$ cat src/rtl/uart_pkg.sv
// Shared definitions for the MMIO UART receiver: register offsets,
// STATUS bit layout and receiver FSM state encodings.
package uart_pkg;

  localparam logic [2:0] DATA_OFS   = 3'h0;
  localparam logic [2:0] STATUS_OFS = 3'h4;

  localparam int ST_NE    = 0;
  localparam int ST_FULL  = 1;
  localparam int ST_OVR   = 2;
  localparam int ST_FERR  = 3;
  localparam int ST_CNT   = 4;
  localparam int ST_CNT_W = 5;

  typedef enum logic [1:0] {
    S_IDLE  = 2'd0,
    S_START = 2'd1,
    S_DATA  = 2'd2,
    S_STOP  = 2'd3
  } rx_state_e;

  function automatic logic maj3(
    input logic a,
    input logic b,
    input logic c
  );
    return (a & b) | (a & c) | (b & c);
  endfunction

endpackage

$ cat src/rtl/uart_rx_fifo.sv
// Receive byte FIFO, power-of-two depth, first-word-fall-through head.
// A pop on a full FIFO frees the slot the same-cycle push lands in.
module uart_rx_fifo
  import uart_pkg::*;
#(
  parameter int unsigned DEPTH = 16,
  parameter int unsigned W     = 8
) (
  input  logic                       clk,
  input  logic                       rst_n,
  input  logic                       push,
  input  logic [W-1:0]               din,
  input  logic                       pop,
  output logic [W-1:0]               head,
  output logic                       full,
  output logic                       empty,
  output logic [$clog2(DEPTH):0]     count
);

  localparam int unsigned AW = $clog2(DEPTH);
  localparam logic [AW:0] FULL_CNT = (AW+1)'(DEPTH);

  logic [W-1:0] mem [DEPTH];
  logic [AW:0]  wp;
  logic [AW:0]  rp;
  logic         do_pop;
  logic         do_push;

  assign count   = wp - rp;
  assign empty   = (wp == rp);
  assign full    = (count == FULL_CNT);
  assign head    = mem[rp[AW-1:0]];
  assign do_pop  = pop && !empty;
  assign do_push = push && (!full || do_pop);

  always_ff @(posedge clk) begin
    if (do_push) mem[wp[AW-1:0]] <= din;
  end

  always_ff @(posedge clk or negedge rst_n) begin
    if (!rst_n) begin
      wp <= '0;
      rp <= '0;
    end else begin
      if (do_push) wp <= wp + (AW+1)'(1);
      if (do_pop)  rp <= rp + (AW+1)'(1);
    end
  end

endmodule

$ cat src/rtl/uart_rx_mmio.sv
// 8N1 UART receiver with FIFO and MMIO DATA/STATUS registers.
// Define UART_RX_MAJORITY_EN for 3-sample majority bit voting.
module uart_rx_mmio
  import uart_pkg::*;
#(
  parameter int unsigned CLK_FREQ   = 50000000,
  parameter int unsigned BAUD_RATE  = 115200,
  parameter logic [31:0] BASE_ADDR  = 32'h1000_0010,
  parameter int unsigned FIFO_DEPTH = 16
) (
  input  logic        clk,
  input  logic        rst_n,
  input  logic        rx_pin,
  input  logic        bus_valid,
  input  logic        bus_write,
  input  logic [31:0] bus_addr,
  input  logic [31:0] bus_wdata,
  output logic        uart_ready,
  output logic [31:0] mmio_rdata,
  output logic        rx_irq_o
);

  localparam int unsigned BIT_CYC = CLK_FREQ / BAUD_RATE;
`ifdef UART_RX_MAJORITY_EN
  localparam int unsigned LAG = 1;
`else
  localparam int unsigned LAG = 0;
`endif
  localparam int unsigned CNT_W = $clog2(BIT_CYC + 1);
  localparam logic [CNT_W-1:0] CNT_HALF =
    CNT_W'(BIT_CYC / 2 - 1 + LAG);
  localparam logic [CNT_W-1:0] CNT_FULL =
    CNT_W'(BIT_CYC - 1);
  localparam int unsigned FAW = $clog2(FIFO_DEPTH);

  logic [1:0] sync;
  logic       rx_s;
  logic       rx_q;
  logic       bit_val;

  always_ff @(posedge clk or negedge rst_n) begin
    if (!rst_n) begin
      sync <= 2'b11;
      rx_q <= 1'b1;
    end else begin
      sync <= {sync[0], rx_pin};
      rx_q <= rx_s;
    end
  end

  assign rx_s = sync[1];

`ifdef UART_RX_MAJORITY_EN
  // Decision is taken one cycle late so the window is centred.
  logic [1:0] hist;

  always_ff @(posedge clk or negedge rst_n) begin
    if (!rst_n) hist <= 2'b11;
    else        hist <= {hist[0], rx_s};
  end

  assign bit_val = maj3(rx_s, hist[0], hist[1]);
`else
  assign bit_val = rx_s;
`endif

  rx_state_e        state;
  logic [CNT_W-1:0] cnt;
  logic [2:0]       bit_idx;
  logic [7:0]       shreg;
  logic             stop_wait;
  logic             push_q;
  logic             ferr_set;

  always_ff @(posedge clk or negedge rst_n) begin
    if (!rst_n) begin
      state     <= S_IDLE;
      cnt       <= '0;
      bit_idx   <= '0;
      shreg     <= '0;
      stop_wait <= 1'b0;
      push_q    <= 1'b0;
      ferr_set  <= 1'b0;
    end else begin
      push_q   <= 1'b0;
      ferr_set <= 1'b0;
      unique case (state)
        S_IDLE: begin
          if (rx_q && !rx_s) begin
            state   <= S_START;
            cnt     <= '0;
            bit_idx <= '0;
          end
        end
        S_START: begin
          if (cnt == CNT_HALF) begin
            cnt   <= '0;
            state <= bit_val ? S_IDLE : S_DATA;
          end else begin
            cnt <= cnt + CNT_W'(1);
          end
        end
        S_DATA: begin
          if (cnt == CNT_FULL) begin
            cnt     <= '0;
            shreg   <= {bit_val, shreg[7:1]};
            bit_idx <= bit_idx + 3'd1;
            if (bit_idx == 3'd7) state <= S_STOP;
          end else begin
            cnt <= cnt + CNT_W'(1);
          end
        end
        S_STOP: begin
          if (stop_wait) begin
            if (rx_s) begin
              stop_wait <= 1'b0;
              state     <= S_IDLE;
            end
          end else if (cnt == CNT_FULL) begin
            cnt <= '0;
            if (bit_val) begin
              push_q <= 1'b1;
              state  <= S_IDLE;
            end else begin
              ferr_set  <= 1'b1;
              stop_wait <= 1'b1;
            end
          end else begin
            cnt <= cnt + CNT_W'(1);
          end
        end
        default: state <= S_IDLE;
      endcase
    end
  end

  logic          sel;
  logic          is_status;
  logic          rd_data;
  logic          rd_status;
  logic          clr;
  logic          pop;
  logic          ovr_set;
  logic [7:0]    head;
  logic          full;
  logic          empty;
  logic [FAW:0]  fifo_count;
  logic          ovr;
  logic          ferr;
  logic [31:0]   status_word;
  logic          unused_bits;

  assign sel       = bus_valid &&
                     (bus_addr[31:3] == BASE_ADDR[31:3]);
  assign uart_ready = sel && rst_n;
  assign is_status = (bus_addr[2] == STATUS_OFS[2]);
  assign rd_data   = sel && !bus_write && !is_status;
  assign rd_status = sel && !bus_write && is_status;
  assign clr       = sel && bus_write && is_status;
  assign pop       = rd_data && !empty;
  assign ovr_set   = push_q && full && !pop;
  assign rx_irq_o  = !empty;
  assign unused_bits = ^{bus_wdata[31:4], bus_wdata[1:0],
                         bus_addr[1:0]};

  uart_rx_fifo #(
    .DEPTH (FIFO_DEPTH),
    .W     (8)
  ) u_fifo (
    .clk   (clk),
    .rst_n (rst_n),
    .push  (push_q),
    .din   (shreg),
    .pop   (pop),
    .head  (head),
    .full  (full),
    .empty (empty),
    .count (fifo_count)
  );

  // Sticky flags: a same-cycle set beats the write-one-to-clear.
  always_ff @(posedge clk or negedge rst_n) begin
    if (!rst_n) begin
      ovr  <= 1'b0;
      ferr <= 1'b0;
    end else begin
      ovr  <= ovr_set ||
              (ovr && !(clr && bus_wdata[ST_OVR]));
      ferr <= ferr_set ||
              (ferr && !(clr && bus_wdata[ST_FERR]));
    end
  end

  always_comb begin
    status_word = '0;
    status_word[ST_NE]   = !empty;
    status_word[ST_FULL] = full;
    status_word[ST_OVR]  = ovr;
    status_word[ST_FERR] = ferr;
    status_word[ST_CNT +: ST_CNT_W] = ST_CNT_W'(fifo_count);
  end

  always_comb begin
    mmio_rdata = '0;
    unique case (1'b1)
      rd_status:         mmio_rdata = status_word;
      rd_data && !empty: mmio_rdata = {24'b0, head};
      default: ;
    endcase
  end

endmodule

$ cat config.mk
export PLATFORM = sky130hd
export DESIGN_NAME = uart_rx_mmio
export DESIGN_NICKNAME = d
export VERILOG_FILES = /design/src/rtl/uart_pkg.sv /design/src/rtl/uart_rx_fifo.sv /design/src/rtl/uart_rx_mmio.sv
export SDC_FILE = /design/constraint.sdc
export NUM_CORES = 1
export LEC_CHECK = 0
export CORE_MARGIN = 2
export CORE_UTILIZATION = 45
export DETAILED_ROUTE_END_ITERATION = 7
export GPL_TIMING_DRIVEN = 0
export PLACE_DENSITY = 0.68
export SETUP_SLACK_MARGIN = 0.2
export SLEW_MARGIN = 20
export SYNTH_ARGS = -nofsm -noshare
export SYNTH_HDL_FRONTEND = slang
export SYNTH_HIERARCHICAL = 1
export SYNTH_SLANG_ARGS = --single-unit
export TNS_END_PERCENT = 10
$ cat constraint.sdc
create_clock -name clk -period 4.85 [get_ports clk]
set_input_delay 0.7275 -clock clk [delete_from_list [all_inputs] [get_ports clk]]
set_output_delay 0.7275 -clock clk [all_outputs]
set_load 0.02 [all_outputs]
# ---- Yosys cells after proc, flatten, opt, wreduce, memory -nomap -nowiden
# Memories as Yosys holds them, arrays and structs flattened.
# Cells that the tools add are included.
# W data, S select, Z words.
dict set report op_classes {
  n_mux 29
  n_addsub 5
  eq_ne 15
  n_reduce_logical 34
}
# op count
set ops {}
lappend ops {{$mux W9} 4}
lappend ops {{$pmux W9 S4} 1}
lappend ops {{$eq A29 B26 Y1 const B} 1}
lappend ops {{$pmux W9 S2} 1}
lappend ops {{$logic_and A1 B1 Y1} 17}
lappend ops {{$mux W2} 8}
lappend ops {{$mux W1} 11}
lappend ops {{$add A5 B1 Y5 const B} 2}
lappend ops {{$ne A2 B2 Y1 const B} 5}
lappend ops {{$add A9 B1 Y9 const B} 1}
lappend ops {{$eq A9 B8 Y1 const B} 1}
lappend ops {{$eq A9 B9 Y1 const B} 1}
lappend ops {{$logic_not A1 Y1} 8}
lappend ops {{$pmux W2 S4} 1}
lappend ops {{$mux W3} 2}
lappend ops {{$pmux W3 S2} 1}
lappend ops {{$eq A5 B5 Y1} 1}
lappend ops {{$eq A5 B5 Y1 const B} 1}
lappend ops {{$reduce_and A5 Y1} 1}
lappend ops {{$sub A5 B5 Y5} 1}
lappend ops {{$eq A2 B2 Y1 const B} 2}
lappend ops {{$reduce_and A2 Y1} 2}
lappend ops {{$add A3 B1 Y3 const B} 1}
lappend ops {{$eq A3 B3 Y1 const B} 1}
lappend ops {{other kinds (6)} 8}
dict set report word_totals {
  out_inout_bits 34
  inputBits 69
  n_memories 1
  ram_bits 128
  ff_bits 40
  word_cells 97
}
# name depth word_bits rd rd_ports_with_merged_regs write_ports line
set memory_table {}
lappend memory_table {u_fifo.mem 16 8 1 0 1 uart_rx_fifo.sv:23} ;# logic [W-1:0] mem [DEPTH];

# ---- Logic depth before layout (Yosys ltp)
dict set report depth {
  ltp_word 10
  ltp_mapped 11
  mapped_depth_nobuf 10
}

# ---- By module
# The synthesis kept the hierarchy.
# module cells_per_inst seq_area_each_um2 area_each_um2 instances
set by_module_without_submodules {}
lappend by_module_without_submodules {uart_rx_fifo 267 4093.9 5721.7 1}
lappend by_module_without_submodules {uart_rx_mmio 178 754.5 1819.2 1}

# ---- Least setup slack after synthesis
# No wires, ideal clock.
dict set report synth_path {
  kind {reg2reg}
  from {register u_fifo.rp[1]}
  to {memory u_fifo.mem[0][0] (enable)}
  arrival_ns 3.138
  slack_ns 1.329
  n_path_buf 3
  setup_ns 0.383
  stages_incl_launch_ff 12
  cell_sequence {dfrtp_1 -> clkbuf_1 -> clkbuf_1 -> inv_1 -> ha_1 -> nand4_1 -> nor2_1 -> nor4b_4 -> nor2b_1 -> buf_4 -> o211ai_1 -> nor3_1}
}
dict set report synth_between {
  elab_chain_cells 8
  word_cells_on_any_way 11
}
# element line
set synth_lines {}
lappend synth_lines {{from (decl)} uart_rx_fifo.sv:25} ;# logic [AW:0] rp;
lappend synth_lines {{from (signal assigned)} uart_rx_fifo.sv:46} ;# if (do_pop) rp <= rp + (AW+1)'(1);
lappend synth_lines {{$eq A5 B5 Y1} uart_rx_fifo.sv:30} ;# assign empty = (wp == rp);
lappend synth_lines {{net empty} uart_rx_mmio.sv:146} ;# logic empty;
lappend synth_lines {{$logic_not A1 Y1} uart_rx_mmio.sv:160} ;# assign pop = rd_data && !empty;
lappend synth_lines {{$logic_and A1 B1 Y1} uart_rx_mmio.sv:160}
lappend synth_lines {{net pop} uart_rx_mmio.sv:142} ;# logic pop;
lappend synth_lines {{$logic_and A1 B1 Y1} uart_rx_fifo.sv:33} ;# assign do_pop = pop && !empty;
lappend synth_lines {{$logic_or A1 B1 Y1} uart_rx_fifo.sv:34} ;# assign do_push = push && (!full || do_pop);
lappend synth_lines {{$logic_and A1 B1 Y1} uart_rx_fifo.sv:34}
lappend synth_lines {{$mux W1} uart_rx_fifo.sv:37} ;# if (do_push) mem[wp[AW-1:0]] <= din;
lappend synth_lines {{$mux W1 (not written as such)} uart_rx_fifo.sv:37}
lappend synth_lines {{to (decl)} uart_rx_fifo.sv:23}
# The timed path passes the listed nets, and every way through them passes these cells.

# ---- Final worst setup path
dict set report layout_path {
  from {register u_fifo.rp[1]}
  to {output port mmio_rdata[1]}
}
dict set report layout_between {
  word_cells_on_any_way 7
}
# element line
set layout_rtl {}
lappend layout_rtl {{$sub A5 B5 Y5} uart_rx_fifo.sv:29} ;# assign count = wp - rp;
lappend layout_rtl {{net fifo_count[2]} uart_rx_mmio.sv:147} ;# logic [FAW:0] fifo_count;
lappend layout_rtl {{$eq A5 B5 Y1} uart_rx_fifo.sv:31} ;# assign full = (count == FULL_CNT);
lappend layout_rtl {{net full} uart_rx_mmio.sv:145} ;# logic full;
lappend layout_rtl {{$pmux W9 S2} uart_rx_mmio.sv:205} ;# unique case (1'b1)
lappend layout_rtl {{to (decl)} uart_rx_mmio.sv:19} ;# output logic [31:0] mmio_rdata,
# The timed path passes the listed nets, and every way through them passes these cells.

==> results <==
- The synthesized instance count is 445.
- The total inserted antenna cells is 0.
- The number of clock sinks is 168.
- The DRC violation total after the first TritonRoute iteration is 377.
- Summed over all cells, the static leakage comes to about 0.0037 uW.
- The final critical-path required period is 4290 ps.
- Excluding fillers, the count of instances in the completed layout stands at ~770.
- The width of the die is 133 um.
- The largest net degree at the start of global routing is 23.
- The first global-routing pass estimated approximately 24,000 um of wire.
- The synthesized design contains roughly 130 enable-type register cells.
- In the layout the commonest cells are sky130_fd_sc_hd__edfxtp_1, sky130_fd_sc_hd__clkdlybuf4s50_1, sky130_fd_sc_hd__dfrtp_1, sky130_fd_sc_hd__mux4_1, sky130_fd_sc_hd__buf_4.
- Of the cells placed in the final design, the portion with a size suffix greater than 1 is 17.8%.
- The total DRC errors in the routed layout is 0.
- Leaving out fill and tap cells, the most frequent cell in the layout is sky130_fd_sc_hd__edfxtp_1.
- For this design the top-level I/O count stands at 103.
- The slew of the pin with the lowest slew margin is 944 ps.
- The number of gates resized after CTS was 1.
- For the worst-skew pair, the clock arrives at the later sink with an insertion delay of ~420 ps.
- For this configuration, the core starts out at a cell density of 45.8%.
- The hold violation total from the final report is 0.
- Measured against its own limit, the worst slew margin works out to 36.8%.
- The root buffer cell is sky130_fd_sc_hd__clkbuf_16.
- The number of nets still failing antenna checks after routing is 0.
- The max capacitance violation total is 0.
- The most instantiated flip-flop cell in the synthesis netlist is sky130_fd_sc_hd__edfxtp_1.
- The number of slew-limit violations in the final report is 0.
- The share of the clock period used by the worst path is 88.4%.
- At the end of the flow, the number of nets in the layout was 618.
- Setup repair after global routing left no endpoint under its margin.
- The final setup slack of the worst path is 564 ps.
- Buffers placed on the I/O ports in this run total 47.
- The growth of design area from synthesis to finish is 19.1%.
- The part of the Yosys area used for sequential elements is 64.3%.
- The number of antenna violations at the first check in global routing is 0.
- Dividing the detail-routed via count by the number of cells gives 5.54.
- Power spread over the standard cell area amounts to between 300 and 400 nW/um^2.
- The standard cell with the maximum stage delay on the critical path is sky130_fd_sc_hd__clkdlybuf4s50_1.
- The number of failing setup endpoints in the final timing report is 0.
- In this run the critical register-to-register path is launched from u_fifo/rp[3]$_DFFE_PN0P_.
- In the synthesized netlist the async set-or-reset flop fraction comes to a little under a quarter.
- Of all cell types, the one taking the most synthesized area is sky130_fd_sc_hd__edfxtp_1.
- The TritonCTS clock tree is done.
- The pre-CTS worst setup slack is around 310 ps.
- Counting along the longest clock path gives a buffer depth of 2.
- The Yosys step of the flow raised 6 warnings.
- Synthesis inferred 168 register bits.
- The post-synthesis average cell area is 16.9 um^2.
- Buffers inserted to repair hold after CTS numbered 0.
- Summed over all nets, the half-perimeter wirelength after detailed placement is about 11,000 um.
- In the post-synthesis netlist, the biggest area contributors are sky130_fd_sc_hd__edfxtp_1, sky130_fd_sc_hd__dfrtp_1, sky130_fd_sc_hd__mux4_1.
- The worst setup path is captured at an output pin.
- The core region area is about 16,000 um^2.
- The flow ran to the end, and the final reports show no timing, DRC or antenna violations.
- After synthesis, the netlist uses 65 different library cells.
- The first TritonRoute pass finished after 5 iterations.
- The depth of the CTS H-tree is 4.
- Routability-driven placement finished with a final weighted congestion of just under 0.8.
- The worst hold path class is primary input to asynchronous set/reset pin.
- The routed length per placed instance is 20.0 um.
- Across the VDD grid, the largest voltage drop is 230 uV.
- The longest individual stage delay on the worst path is 610 ps.
- The total overflow reported by the global router is 0.
- The floorplan has 47 rows.
- The cell count after placement is 735.
- For the final database, setup skew stands at around 9 ps.
- After clock tree synthesis, the clock-pin slew on the worst setup and hold paths is 60 ps.
- In this run the worst setup path begins at u_fifo/rp[1]$_DFFE_PN0P_.
- The overall global routing resource usage is 18.2%.
- The number of setup buffers added after CTS is 0.
- The final layout contains routed wiring with a total length of roughly 15,000 um.
- Once layout is complete, the utilization of the core stands at 54.5%.
- The die height is between 100 and 150 um.
- Walking the worst path, the cells encountered are clkbuf_2 -> clkbuf_2 -> inv_1 -> fa_1 -> xor2_1 -> nor3_1 -> o2111ai_2 -> inv_1 -> a32o_1 -> clkdlybuf4s50_1.
- The overall die area is ~18,000 um^2.
- Buffers inserted during clock tree synthesis total 17.
- The critical path start-end classification is flip-flop to output pin.
- The number of global-route vias before repair is about 4,200.
- Data on the critical path is required at its endpoint by just over 4000 ps.
- The total number of vias is 4,235.
- The maximum operating frequency is about 230 MHz.
- The post-synthesis instance area is 7540 um^2.
- The share of synthesized area in the top cell type comes to approximately half.
- In the final timing run, aggregate negative setup slack is 0 ps.
- The worst setup path is launched from a flip-flop.
- STA puts the critical path data arrival time at 3560 ps.
- The highest fanout seen on the critical path is 10.
## worst max-delay path: cells and delay by family (launching register included)
| family | cells | cell delay, ps |
|---|---|---|
| buf+inv | 5 | 1410 |
| flops | 1 | 350 |
| fa+ha+maj | 1 | 450 |
| xor+xnor | 1 | 200 |
| compound gates | 2 | 500 |
| simple gates | 1 | 230 |
## final cells by class
type / count / area, um^2
Fill cell: 1256 / 7490
Sequential cell: 168 / 4850
Multi-Input combinational cell: 243 / 2460
Timing Repair Buffer: 48 / 493
Clock buffer: 17 / 425
Buffer: 39 / 275
Tap cell: 220 / 275
Clock inverter: 13 / 140
Inverter: 17 / 63.8
## routing by layer
metal	GRT usage (%)	vias up	routed length, um
met3	5.52	10	1140
met4	4.91	0	180
met2	30.0	171	7440
met1	23.7	2123	6530
li1	-	1931	-
met5	0	-	0
## worst paths after layout
check | depth (start not counted) | endpoint | slack (ps)
max | 10 | mmio_rdata[1] | 560
min in group clk | 0 | sync[1]$_DFF_PN1_ | 360
min reg2reg | 0 | sync[1]$_DFF_PN1_ | 360
min | 1 | cnt[4]$_DFFE_PN0P_ | 280
max reg2reg | 10 | u_fifo/mem[4][4]$_DFFE_PP_ | 770
max in group asynchronous | 2 | rx_q$_DFF_PN1_ | 4010
## registers in the layout (all words and copies together) (netlist names), 2 cells and up, named ones only
signal      cells
u_fifo/mem    128
cnt             9
shreg           8
u_fifo/rp       5
u_fifo/wp       5
bit_idx         3
sync            2
## logic make-up (layout without fill, tap and decap cells)
family | after synthesis | in the layout | synth area share, %
AND/OR/NAND/NOR | 88 | 88 | 6.49
XOR/XNOR | 10 | 10 | 1.16
buffers and inverters | 56 | 134 | 4.46
AO/OA/AOI/OAI | 57 | 57 | 6.04
adder cells (fa/ha/maj) | 15 | 15 | 2.59
flip-flops | 168 | 168 | 64.3
multiplexers | 50 | 50 | 14.9
other | 1 | 23 | 0.0497
## through the flow
step | hold slack, ps | area, um^2 | power (uW)
2_1_floorplan | 345 | 7620 | 1760
3_3_place_gp | 347 | 8370 | 1820
3_5_place_dp | 354 | 8410 | 1830
4_1_cts | 277 | 8980 | 3110
5_1_grt | 305 | 8980 | 3200
6_report | 280 | 8980 | 3080
## power by group
group          leakage (uW)  internal [uW]  switching (uW)
combinational       0.00150           96.5            96.7
sequential          0.00190           1560            41.8
clock              0.000279            720             565
total               0.00368           2380             703
## synthesized netlist by cell type (3+ instances only)
| cell type | n |
|---|---|
| sky130_fd_sc_hd__o211ai_1 | 4 |
| sky130_fd_sc_hd__buf_6 | 3 |
| sky130_fd_sc_hd__a32o_1 | 8 |
| sky130_fd_sc_hd__xor2_1 | 3 |
| sky130_fd_sc_hd__nor4_1 | 7 |
| sky130_fd_sc_hd__o21ai_0 | 9 |
| sky130_fd_sc_hd__mux4_2 | 10 |
| sky130_fd_sc_hd__edfxtp_1 | 128 |
| sky130_fd_sc_hd__inv_1 | 16 |
| sky130_fd_sc_hd__nand3_1 | 5 |
| sky130_fd_sc_hd__dfrtp_1 | 37 |
| sky130_fd_sc_hd__nand2_1 | 16 |
| sky130_fd_sc_hd__mux2_2 | 7 |
| sky130_fd_sc_hd__mux4_1 | 30 |
| sky130_fd_sc_hd__xnor2_1 | 7 |
| sky130_fd_sc_hd__o21ai_1 | 4 |
| sky130_fd_sc_hd__nor3_1 | 11 |
| sky130_fd_sc_hd__nand2b_1 | 3 |
| sky130_fd_sc_hd__nor4b_1 | 3 |
| sky130_fd_sc_hd__nand4_1 | 7 |
| sky130_fd_sc_hd__nor2_1 | 19 |
| sky130_fd_sc_hd__o31ai_1 | 3 |
| sky130_fd_sc_hd__ha_1 | 14 |
| sky130_fd_sc_hd__clkbuf_1 | 7 |
| sky130_fd_sc_hd__buf_4 | 24 |
| sky130_fd_sc_hd__a22o_1 | 7 |
| sky130_fd_sc_hd__a21oi_1 | 5 |
| sky130_fd_sc_hd__dfstp_2 | 3 |
Power figures use the tool's default switching activity.
